$ cat src/rtl/axil_pkg.sv
// Shared definitions for the queued AXI4-Lite master: response codes, FSM encoding
// and the packing of a command word {write, addr, wdata, wstrb}.
package axil_pkg;

  localparam logic [1:0] RESP_OKAY   = 2'b00;
  localparam logic [1:0] RESP_EXOKAY = 2'b01;
  localparam logic [1:0] RESP_SLVERR = 2'b10;
  localparam logic [1:0] RESP_DECERR = 2'b11;

  typedef enum logic [2:0] {
    ST_IDLE = 3'd0,
    ST_WR   = 3'd1,
    ST_WB   = 3'd2,
    ST_RA   = 3'd3,
    ST_RD   = 3'd4,
    ST_RSP  = 3'd5
  } state_t;

  // Strobes occupy the low bits of the command word, so their offset is zero.
  function automatic int cmd_wdata_lsb(input int data_w);
    return data_w / 8;
  endfunction

  function automatic int cmd_addr_lsb(input int data_w);
    return data_w + data_w / 8;
  endfunction

  function automatic int cmd_write_bit(input int addr_w, input int data_w);
    return addr_w + data_w + data_w / 8;
  endfunction

endpackage

$ cat src/rtl/axil_master_queued_if.sv
// Command, response, status and AXI4-Lite bus signals of the queued master.
interface axil_master_queued_if #(
  parameter int ADDR_W    = 32,
  parameter int DATA_W    = 32,
  parameter int CMD_DEPTH = 4
);
  localparam int STRB_W = DATA_W / 8;
  localparam int LVL_W  = $clog2(CMD_DEPTH) + 1;

  logic              cmd_valid, cmd_ready, cmd_write;
  logic [ADDR_W-1:0] cmd_addr;
  logic [DATA_W-1:0] cmd_wdata;
  logic [STRB_W-1:0] cmd_wstrb;
  logic              rsp_valid, rsp_ready, rsp_write;
  logic [DATA_W-1:0] rsp_rdata;
  logic [1:0]        rsp_resp;
  logic [LVL_W-1:0]  q_level;
  logic              busy;

  logic              AWVALID, AWREADY;
  logic [ADDR_W-1:0] AWADDR;
  logic [2:0]        AWPROT;
  logic              WVALID, WREADY;
  logic [DATA_W-1:0] WDATA;
  logic [STRB_W-1:0] WSTRB;
  logic              BVALID, BREADY;
  logic [1:0]        BRESP;
  logic              ARVALID, ARREADY;
  logic [ADDR_W-1:0] ARADDR;
  logic [2:0]        ARPROT;
  logic              RVALID, RREADY;
  logic [DATA_W-1:0] RDATA;
  logic [1:0]        RRESP;

  modport master (
    input  cmd_valid, cmd_write, cmd_addr, cmd_wdata, cmd_wstrb, rsp_ready,
    output cmd_ready, rsp_valid, rsp_write, rsp_rdata, rsp_resp, q_level, busy,
    output AWVALID, AWADDR, AWPROT, WVALID, WDATA, WSTRB, BREADY, ARVALID, ARADDR, ARPROT, RREADY,
    input  AWREADY, WREADY, BVALID, BRESP, ARREADY, RVALID, RDATA, RRESP
  );

  modport slave (
    output cmd_valid, cmd_write, cmd_addr, cmd_wdata, cmd_wstrb, rsp_ready,
    input  cmd_ready, rsp_valid, rsp_write, rsp_rdata, rsp_resp, q_level, busy,
    input  AWVALID, AWADDR, AWPROT, WVALID, WDATA, WSTRB, BREADY, ARVALID, ARADDR, ARPROT, RREADY,
    output AWREADY, WREADY, BVALID, BRESP, ARREADY, RVALID, RDATA, RRESP
  );
endinterface

$ cat src/rtl/axil_cmd_fifo.sv
// Synchronous command FIFO with async clear, registered full/empty/level and a
// registered read port loaded on pop.
module axil_cmd_fifo #(
  parameter int WIDTH = 8,
  parameter int DEPTH = 4
) (
  input  logic                     i_clk,
  input  logic                     i_rst_n,
  input  logic                     i_push,
  input  logic [WIDTH-1:0]         i_data,
  input  logic                     i_pop,
  output logic [WIDTH-1:0]         o_data,
  output logic                     o_full,
  output logic                     o_empty,
  output logic [$clog2(DEPTH):0]   o_level
);
  localparam int PTR_W = $clog2(DEPTH);
  localparam logic [PTR_W-1:0] PTR_ONE  = PTR_W'(1);
  localparam logic [PTR_W:0]   LVL_ONE  = (PTR_W+1)'(1);
  localparam logic [PTR_W:0]   LVL_FULL = (PTR_W+1)'(DEPTH);

  logic [WIDTH-1:0] r_mem [DEPTH];
  logic [PTR_W-1:0] r_wptr, r_rptr;
  logic [PTR_W:0]   r_level, w_level_n;
  logic             r_full, r_empty;
  logic [WIDTH-1:0] r_data;
  logic             w_do_push, w_do_pop;

  assign w_do_push = i_push && !r_full;
  assign w_do_pop  = i_pop && !r_empty;

  always_comb begin
    w_level_n = r_level;
    if (w_do_push && !w_do_pop)      w_level_n = r_level + LVL_ONE;
    else if (w_do_pop && !w_do_push) w_level_n = r_level - LVL_ONE;
  end

  always_ff @(posedge i_clk) begin
    if (w_do_push) r_mem[r_wptr] <= i_data;
  end

  // DEPTH is a power of two, so the pointers wrap on their own.
  always_ff @(posedge i_clk or negedge i_rst_n) begin
    if (!i_rst_n) begin
      r_wptr  <= '0;
      r_rptr  <= '0;
      r_level <= '0;
      r_full  <= 1'b0;
      r_empty <= 1'b1;
      r_data  <= '0;
    end else begin
      if (w_do_push) r_wptr <= r_wptr + PTR_ONE;
      if (w_do_pop) begin
        r_rptr <= r_rptr + PTR_ONE;
        r_data <= r_mem[r_rptr];
      end
      r_level <= w_level_n;
      r_full  <= (w_level_n == LVL_FULL);
      r_empty <= (w_level_n == '0);
    end
  end

  assign o_data  = r_data;
  assign o_full  = r_full;
  assign o_empty = r_empty;
  assign o_level = r_level;
endmodule

$ cat src/rtl/axil_master_queued.sv
// AXI4-Lite master that executes queued read/write commands one at a time, in order,
// and returns each response on a valid/ready port.
module axil_master_queued
  import axil_pkg::*;
#(
  parameter int ADDR_W    = 32,
  parameter int DATA_W    = 32,
  parameter int CMD_DEPTH = 4
) (
  input  logic ACLK,
  input  logic ARESETN,
  axil_master_queued_if.master bus
);
  localparam int STRB_W    = DATA_W / 8;
  localparam int LVL_W     = $clog2(CMD_DEPTH) + 1;
  localparam int WDATA_LSB = cmd_wdata_lsb(DATA_W);
  localparam int ADDR_LSB  = cmd_addr_lsb(DATA_W);
  localparam int WRITE_BIT = cmd_write_bit(ADDR_W, DATA_W);
  localparam int CMD_W     = WRITE_BIT + 1;

  logic [CMD_W-1:0] w_cmd_in, w_cmd_out;
  logic             w_push, w_pop, w_full, w_empty;
  logic [LVL_W-1:0] w_level;

  state_t            r_state, w_state_n;
  logic              r_pend, w_pend_n;
  logic              r_awvalid, w_awvalid_n, r_wvalid, w_wvalid_n, r_bready, w_bready_n;
  logic              r_arvalid, w_arvalid_n, r_rready, w_rready_n;
  logic              r_rsp_valid, w_rsp_valid_n, r_rsp_write, w_rsp_write_n;
  logic [ADDR_W-1:0] r_addr, w_addr_n;
  logic [DATA_W-1:0] r_wdata, w_wdata_n, r_rdata, w_rdata_n;
  logic [STRB_W-1:0] r_wstrb, w_wstrb_n;
  logic [1:0]        r_resp, w_resp_n;

  assign w_cmd_in = {bus.cmd_write, bus.cmd_addr, bus.cmd_wdata, bus.cmd_wstrb};
  assign w_push   = bus.cmd_valid && !w_full;

  axil_cmd_fifo #(.WIDTH(CMD_W), .DEPTH(CMD_DEPTH)) u_cmd_fifo (
    .i_clk   (ACLK),
    .i_rst_n (ARESETN),
    .i_push  (w_push),
    .i_data  (w_cmd_in),
    .i_pop   (w_pop),
    .o_data  (w_cmd_out),
    .o_full  (w_full),
    .o_empty (w_empty),
    .o_level (w_level)
  );

  always_ff @(posedge ACLK or negedge ARESETN) begin
    if (!ARESETN) r_state <= ST_IDLE;
    else          r_state <= w_state_n;
  end

  // In IDLE a pop loads the FIFO read register; the following cycle (r_pend) latches it.
  always_comb begin
    w_state_n     = r_state;
    w_pop         = 1'b0;
    w_pend_n      = r_pend;
    w_awvalid_n   = r_awvalid;
    w_wvalid_n    = r_wvalid;
    w_bready_n    = r_bready;
    w_arvalid_n   = r_arvalid;
    w_rready_n    = r_rready;
    w_rsp_valid_n = r_rsp_valid;
    w_rsp_write_n = r_rsp_write;
    w_addr_n      = r_addr;
    w_wdata_n     = r_wdata;
    w_wstrb_n     = r_wstrb;
    w_rdata_n     = r_rdata;
    w_resp_n      = r_resp;
    case (r_state)
      ST_IDLE: begin
        if (r_pend) begin
          w_pend_n  = 1'b0;
          w_addr_n  = w_cmd_out[ADDR_LSB +: ADDR_W];
          w_wdata_n = w_cmd_out[WDATA_LSB +: DATA_W];
          w_wstrb_n = w_cmd_out[STRB_W-1:0];
          if (w_cmd_out[WRITE_BIT]) begin
            w_awvalid_n = 1'b1;
            w_wvalid_n  = 1'b1;
            w_state_n   = ST_WR;
          end else begin
            w_arvalid_n = 1'b1;
            w_state_n   = ST_RA;
          end
        end else if (!w_empty) begin
          w_pop    = 1'b1;
          w_pend_n = 1'b1;
        end
      end
      ST_WR: begin
        if (r_awvalid && bus.AWREADY) w_awvalid_n = 1'b0;
        if (r_wvalid && bus.WREADY)   w_wvalid_n  = 1'b0;
        if (!w_awvalid_n && !w_wvalid_n) begin
          w_bready_n = 1'b1;
          w_state_n  = ST_WB;
        end
      end
      ST_WB: begin
        if (bus.BVALID) begin
          w_bready_n    = 1'b0;
          w_resp_n      = bus.BRESP;
          w_rdata_n     = '0;
          w_rsp_write_n = 1'b1;
          w_rsp_valid_n = 1'b1;
          w_state_n     = ST_RSP;
        end
      end
      ST_RA: begin
        if (bus.ARREADY) begin
          w_arvalid_n = 1'b0;
          w_rready_n  = 1'b1;
          w_state_n   = ST_RD;
        end
      end
      ST_RD: begin
        if (bus.RVALID) begin
          w_rready_n    = 1'b0;
          w_resp_n      = bus.RRESP;
          w_rdata_n     = bus.RDATA;
          w_rsp_write_n = 1'b0;
          w_rsp_valid_n = 1'b1;
          w_state_n     = ST_RSP;
        end
      end
      ST_RSP: begin
        if (bus.rsp_ready) begin
          w_rsp_valid_n = 1'b0;
          w_state_n     = ST_IDLE;
        end
      end
      default: w_state_n = ST_IDLE;
    endcase
  end

  always_ff @(posedge ACLK or negedge ARESETN) begin
    if (!ARESETN) begin
      r_pend      <= 1'b0;
      r_awvalid   <= 1'b0;
      r_wvalid    <= 1'b0;
      r_bready    <= 1'b0;
      r_arvalid   <= 1'b0;
      r_rready    <= 1'b0;
      r_rsp_valid <= 1'b0;
      r_rsp_write <= 1'b0;
      r_addr      <= '0;
      r_wdata     <= '0;
      r_wstrb     <= '0;
      r_rdata     <= '0;
      r_resp      <= RESP_OKAY;
    end else begin
      r_pend      <= w_pend_n;
      r_awvalid   <= w_awvalid_n;
      r_wvalid    <= w_wvalid_n;
      r_bready    <= w_bready_n;
      r_arvalid   <= w_arvalid_n;
      r_rready    <= w_rready_n;
      r_rsp_valid <= w_rsp_valid_n;
      r_rsp_write <= w_rsp_write_n;
      r_addr      <= w_addr_n;
      r_wdata     <= w_wdata_n;
      r_wstrb     <= w_wstrb_n;
      r_rdata     <= w_rdata_n;
      r_resp      <= w_resp_n;
    end
  end

  assign bus.cmd_ready = !w_full;
  assign bus.q_level   = w_level;
  assign bus.busy      = (r_state != ST_IDLE) || r_pend || !w_empty;
  assign bus.rsp_valid = r_rsp_valid;
  assign bus.rsp_write = r_rsp_write;
  assign bus.rsp_rdata = r_rdata;
  assign bus.rsp_resp  = r_resp;
  assign bus.AWVALID   = r_awvalid;
  assign bus.AWADDR    = r_addr;
  assign bus.AWPROT    = 3'b000;
  assign bus.WVALID    = r_wvalid;
  assign bus.WDATA     = r_wdata;
  assign bus.WSTRB     = r_wstrb;
  assign bus.BREADY    = r_bready;
  assign bus.ARVALID   = r_arvalid;
  assign bus.ARADDR    = r_addr;
  assign bus.ARPROT    = 3'b000;
  assign bus.RREADY    = r_rready;
endmodule

$ cat src/flat_wrapper.sv
// flat-port wrapper written by rule: the top's interface ports become plain ports
module axil_master_queued_flat import axil_pkg::*;
#(
  parameter int ADDR_W    = 32,
  parameter int DATA_W    = 32,
  parameter int CMD_DEPTH = 4
)
  (ACLK, ARESETN, bus_cmd_valid, bus_cmd_write, bus_cmd_addr, bus_cmd_wdata, bus_cmd_wstrb, bus_rsp_ready, bus_cmd_ready, bus_rsp_valid, bus_rsp_write, bus_rsp_rdata, bus_rsp_resp, bus_q_level, bus_busy, bus_AWVALID, bus_AWADDR, bus_AWPROT, bus_WVALID, bus_WDATA, bus_WSTRB, bus_BREADY, bus_ARVALID, bus_ARADDR, bus_ARPROT, bus_RREADY, bus_AWREADY, bus_WREADY, bus_BVALID, bus_BRESP, bus_ARREADY, bus_RVALID, bus_RDATA, bus_RRESP);
  axil_master_queued_if #(.ADDR_W(ADDR_W), .DATA_W(DATA_W), .CMD_DEPTH(CMD_DEPTH)) bus_i ();
  input  logic ACLK;
  input  logic ARESETN;
  input wire logic [$bits(bus_i.cmd_valid)-1:0] bus_cmd_valid;
  input wire logic [$bits(bus_i.cmd_write)-1:0] bus_cmd_write;
  input wire logic [$bits(bus_i.cmd_addr)-1:0] bus_cmd_addr;
  input wire logic [$bits(bus_i.cmd_wdata)-1:0] bus_cmd_wdata;
  input wire logic [$bits(bus_i.cmd_wstrb)-1:0] bus_cmd_wstrb;
  input wire logic [$bits(bus_i.rsp_ready)-1:0] bus_rsp_ready;
  output wire logic [$bits(bus_i.cmd_ready)-1:0] bus_cmd_ready;
  output wire logic [$bits(bus_i.rsp_valid)-1:0] bus_rsp_valid;
  output wire logic [$bits(bus_i.rsp_write)-1:0] bus_rsp_write;
  output wire logic [$bits(bus_i.rsp_rdata)-1:0] bus_rsp_rdata;
  output wire logic [$bits(bus_i.rsp_resp)-1:0] bus_rsp_resp;
  output wire logic [$bits(bus_i.q_level)-1:0] bus_q_level;
  output wire logic [$bits(bus_i.busy)-1:0] bus_busy;
  output wire logic [$bits(bus_i.AWVALID)-1:0] bus_AWVALID;
  output wire logic [$bits(bus_i.AWADDR)-1:0] bus_AWADDR;
  output wire logic [$bits(bus_i.AWPROT)-1:0] bus_AWPROT;
  output wire logic [$bits(bus_i.WVALID)-1:0] bus_WVALID;
  output wire logic [$bits(bus_i.WDATA)-1:0] bus_WDATA;
  output wire logic [$bits(bus_i.WSTRB)-1:0] bus_WSTRB;
  output wire logic [$bits(bus_i.BREADY)-1:0] bus_BREADY;
  output wire logic [$bits(bus_i.ARVALID)-1:0] bus_ARVALID;
  output wire logic [$bits(bus_i.ARADDR)-1:0] bus_ARADDR;
  output wire logic [$bits(bus_i.ARPROT)-1:0] bus_ARPROT;
  output wire logic [$bits(bus_i.RREADY)-1:0] bus_RREADY;
  input wire logic [$bits(bus_i.AWREADY)-1:0] bus_AWREADY;
  input wire logic [$bits(bus_i.WREADY)-1:0] bus_WREADY;
  input wire logic [$bits(bus_i.BVALID)-1:0] bus_BVALID;
  input wire logic [$bits(bus_i.BRESP)-1:0] bus_BRESP;
  input wire logic [$bits(bus_i.ARREADY)-1:0] bus_ARREADY;
  input wire logic [$bits(bus_i.RVALID)-1:0] bus_RVALID;
  input wire logic [$bits(bus_i.RDATA)-1:0] bus_RDATA;
  input wire logic [$bits(bus_i.RRESP)-1:0] bus_RRESP;
  assign bus_i.cmd_valid = bus_cmd_valid;
  assign bus_i.cmd_write = bus_cmd_write;
  assign bus_i.cmd_addr = bus_cmd_addr;
  assign bus_i.cmd_wdata = bus_cmd_wdata;
  assign bus_i.cmd_wstrb = bus_cmd_wstrb;
  assign bus_i.rsp_ready = bus_rsp_ready;
  assign bus_cmd_ready = bus_i.cmd_ready;
  assign bus_rsp_valid = bus_i.rsp_valid;
  assign bus_rsp_write = bus_i.rsp_write;
  assign bus_rsp_rdata = bus_i.rsp_rdata;
  assign bus_rsp_resp = bus_i.rsp_resp;
  assign bus_q_level = bus_i.q_level;
  assign bus_busy = bus_i.busy;
  assign bus_AWVALID = bus_i.AWVALID;
  assign bus_AWADDR = bus_i.AWADDR;
  assign bus_AWPROT = bus_i.AWPROT;
  assign bus_WVALID = bus_i.WVALID;
  assign bus_WDATA = bus_i.WDATA;
  assign bus_WSTRB = bus_i.WSTRB;
  assign bus_BREADY = bus_i.BREADY;
  assign bus_ARVALID = bus_i.ARVALID;
  assign bus_ARADDR = bus_i.ARADDR;
  assign bus_ARPROT = bus_i.ARPROT;
  assign bus_RREADY = bus_i.RREADY;
  assign bus_i.AWREADY = bus_AWREADY;
  assign bus_i.WREADY = bus_WREADY;
  assign bus_i.BVALID = bus_BVALID;
  assign bus_i.BRESP = bus_BRESP;
  assign bus_i.ARREADY = bus_ARREADY;
  assign bus_i.RVALID = bus_RVALID;
  assign bus_i.RDATA = bus_RDATA;
  assign bus_i.RRESP = bus_RRESP;
  axil_master_queued #(.ADDR_W(ADDR_W), .DATA_W(DATA_W), .CMD_DEPTH(CMD_DEPTH)) u_core (.ACLK(ACLK), .ARESETN(ARESETN), .bus(bus_i));
endmodule
$ cat config.mk
export PLATFORM = sky130hd
export DESIGN_NAME = axil_master_queued_flat
export DESIGN_NICKNAME = d
export VERILOG_FILES = /design/src/rtl/axil_pkg.sv /design/src/rtl/axil_master_queued_if.sv /design/src/rtl/axil_cmd_fifo.sv /design/src/rtl/axil_master_queued.sv /design/src/flat_wrapper.sv
export SDC_FILE = /design/constraint.sdc
export NUM_CORES = 1
export LEC_CHECK = 0
export BUFFER_PORTS_ARGS = -buffer_cell sky130_fd_sc_hd__buf_2
export CORE_MARGIN = 4
export CORE_UTILIZATION = 57
export DETAILED_ROUTE_END_ITERATION = 7
export GPL_ROUTABILITY_DRIVEN = 0
export PLACE_DENSITY = 0.8
export SETUP_SLACK_MARGIN = 0.3
export SYNTH_ARGS = -nofsm -noshare
export SYNTH_HDL_FRONTEND = slang
export SYNTH_SLANG_ARGS = --single-unit
$ cat constraint.sdc
create_clock -name ACLK -period 3.2 [get_ports ACLK]
set_input_delay 0.32 -clock ACLK [delete_from_list [all_inputs] [get_ports ACLK]]
set_output_delay 0.32 -clock ACLK [all_outputs]
set_load 0.01 [all_outputs]
==> results.yml <==
status:
  status: "completed"
timing:
  maxSlewViolCount: 0
  min_period_over_period_pct: 71.1
  skew_ns: 0.0200
  rsz0062_at_grt: "false"
  fmax_mhz: 440
  min_period_ns: 2.28
  tightest_slew_ns: 1.10
  relSlewSlack_pct: 26.5
  final.setup.tns_ns: 0
  setup_viol: 0
  hold_viol_final: 0
pwr:
  combPwrFrac_pct: 29.0
  switching_power_w: 0.00618
  clockPowerShare_pct: 25.1
  p_leak_nw: 8.57
  ir_worst_vdd_mv: 0.602
  seqPwrFrac_pct: 45.9
  p_per_area_nw_per_um2: 960
  intPower_w: 0.0146
  power.total_w: 0.0208
  switching_share_pct: 29.8
clock_network:
  cts_setup_buffers: 0
  cts.clk_slew.worst_paths_ns: 0.06
  htreeDepth: 2
  insertion_delay_ns: 0.55
  cts.sinks: 467
  cts-buffers-inserted: 45
  clock_path_buffers: 3
  root_buffer: "clkbuf_16"
  cts_tree: "built"
worst_setup_path:
  cp_slowest_cell: "buf_4"
  worstReg2RegEnd: "u_core.bus.WSTRB[3]"
  max_stage_delay_ns: 0.62
  start_kind: "flip-flop"
  rrSetupSlack_ns: 0.92
  cp-end-kind: "flip-flop"
  cp_cell_sequence: "or2_1 > nor3_4 > buf_4 > mux2_2"
  path_class: "reg -> reg"
  cp.required_ns: 3.62
  r2r_start: "u_core.r_state[1]"
  rr_worst_depth: 4
  cp_data_arrival_time_ns: 2.70
  path_max_fanout: 49
floorplan:
  die_h_um: 184
  start_util_pct: 57.8
  die_width_um: 184
  dieArea_um2: 33900
  io_pins: 266
  core_area_um2: 30600
  std_cell_rows: 64
logic_synthesis:
  avgSynthCellArea_um2: 19.6
  synth_ff_type: "edfxtp_1"
  synth_area_leader_cell: "edfxtp_1"
  synthCells: 902
  synth_area_leaders: "edfxtp_1 47%, dfrtp_1 27%, mux4_2 8.8%"
  async_reset_ff_share_pct: 40.9
  synth_seq_cells: 467
  synth-edff-count: 276
  synth_warnings: 0
  syn_area_um2: 17700
  ys_seq_area_share_pct: 73.9
  synth_top_area_share_pct: 46.9
  synth_cell_type_count: 48
routing:
  drt_pass1_iterations: 5
  routed_via_density: 5.57
  drt_wl_total_mm: 35.7
  ant_nets: 0
  wire_per_inst_um: 21.4
  drc_errors: 0
  drt_iter0_drc: 653
  route.vias.total: 9309
worst_hold_path:
  whs_endpoint: "u_core.bus.rsp_rdata[8]"
  min_from: "bus_RDATA[8]"
  hold_class: "in -> reg"
  holdPathStages: 2
flow_run:
  cap_violations: 0
placed_design:
  dp_hpwl_mm: 20.8
  dp_cells: 1494
  port_buffers: 259
cells_and_area:
  final_cell_mix: "276 x edfxtp_1, 258 x buf_2, 188 x dfrtp_1"
  multi_input_area_um2: 4100
  fill_cells: 1865
  final_common_cell: "edfxtp_1"
  final_nets: 1355
  regArea_um2: 13100
  layout-drive-gt1-share_pct: 42.6
  syn_to_final_growth_pct: 22.3
  fin_cells: 1671
global_route:
  antenna_found_initial: 3
  grt_pass1_vias: 9996
  grt_max_degree: 75
  grt_pass1_wl_mm: 55.9
  overflow: 0
  grt_use_total_pct: 21.1
-- power by group through the flow --
stage               registers [W]  logic, W  clock network, W
floorplan                 0.00942   0.00418                 0
detailed placement        0.00960   0.00599                 0
global placement          0.00949   0.00583                 0
CTS                       0.00952   0.00613           0.00532
global route              0.00973   0.00655           0.00559
finish                    0.00953   0.00602           0.00521
-- logic make-up (layout without fill, tap and decap cells) --
| kind of cell | after synthesis | in the layout | synth area share [%] |
|---|---|---|---|
| compound gates | 68 | 68 | 2.94 |
| mux | 209 | 209 | 17.7 |
| simple gates | 53 | 53 | 1.74 |
| flops | 467 | 467 | 73.9 |
| other cells | 1 | 9 | 0.0212 |
| fa+ha+maj | 6 | 6 | 0.424 |
| buf+inv | 95 | 460 | 3.15 |
| xor+xnor | 3 | 3 | 0.149 |
-- worst max path at each step --
stage / slack (ns) / cells past startpoint / endpoint / startpoint
after floorplan: 0.40 / 3 / u_core.u_cmd_fifo.r_mem[0][0] / u_core.u_cmd_fifo.o_full
after global placement: 1.0 / 4 / u_core.u_cmd_fifo.r_mem[3][29] / bus_cmd_valid
after detailed placement: 0.98 / 4 / u_core.u_cmd_fifo.r_mem[3][28] / bus_cmd_valid
after CTS: 0.94 / 4 / u_core.bus.WDATA[27] / u_core.r_state[1]
after global routing: 0.82 / 4 / u_core.bus.WSTRB[3] / u_core.r_state[1]
final: 0.92 / 4 / u_core.bus.WSTRB[3] / u_core.r_state[1]
-- layout make-up --
| class | count | area share [%] |
|---|---|---|
| sequential | 467 | 60.5 |
| timing repair buffer | 365 | 11.3 |
| clock buffer | 65 | 5.78 |
| tap | 396 | 2.29 |
| clock inverter | 19 | 1.01 |
| antenna | 3 | 0.0347 |
| inverter | 11 | 0.191 |
| multi-input combinational | 345 | 19.0 |
-- layer usage --
layer	wire [um]	track usage (%)
met2	17800	35.6
met5	0	0
met3	2500	3.81
met1	14500	29.1
met4	854	5.77
-- sequential cells by signal, indices dropped and copies added (netlist names) --
register / cells
u_core.bus.ARADDR: 32
u_core.bus.ARVALID: 1
u_core.bus.AWVALID: 1
u_core.bus.BREADY: 1
u_core.bus.RREADY: 1
u_core.bus.WDATA: 32
u_core.bus.WSTRB: 4
u_core.bus.WVALID: 1
u_core.bus.rsp_rdata: 32
u_core.bus.rsp_resp: 2
u_core.bus.rsp_valid: 1
u_core.bus.rsp_write: 1
u_core.r_pend: 1
u_core.r_state: 3
u_core.u_cmd_fifo.o_data: 69
u_core.u_cmd_fifo.o_empty: 1
u_core.u_cmd_fifo.o_full: 1
u_core.u_cmd_fifo.o_level: 3
u_core.u_cmd_fifo.r_mem: 276
u_core.u_cmd_fifo.r_rptr: 2
u_core.u_cmd_fifo.r_wptr: 2
-- metrics by stage --
step                util (%)  hold slack, ns  area [um2]  setup slack (ns)
floorplan                  -          0.0244       17700             0.401
global placement        62.9           0.397       19300             0.996
detailed placement      62.9           0.401       19300             0.979
CTS                     70.7        0.000164       21600             0.940
global route            70.7         0.00231       21600             0.821
finish                  70.7          0.0186       21600             0.925
-- cells in the mapped netlist (2+ instances only) --
cell,instances
edfxtp_1,276
nor3_1,4
and2_1,4
mux2i_1,2
mux4_2,69
buf_6,2
clkbuf_1,12
a22o_1,33
nor3_2,3
dfrtp_1,190
mux2_1,21
nor2_1,10
nand3b_1,2
nand2_1,12
nor2b_1,2
o21a_1,2
xnor2_1,3
nand2b_1,4
mux2_2,117
a21oi_1,7
buf_2,31
o21ai_0,9
nand3_1,2
a31oi_1,6
nor4b_1,3
inv_1,11
buf_4,39
ha_1,6
-- timing repair --
action | CTS | global route
hold buffers | 90 | 0
endpoints found under the hold margin | 354 | 0
resized for setup | 0 | 0
setup endpoints to repair | 0 | 0
-- critical path, delay by kind of cell, from the launching register on --
kind,cells,cell delay [ns]
AND/OR/NAND/NOR,2,0.54
buffers and inverters,1,0.62
flip-flops,1,0.51
multiplexers,1,0.42
(Power assumes the default switching activity.)
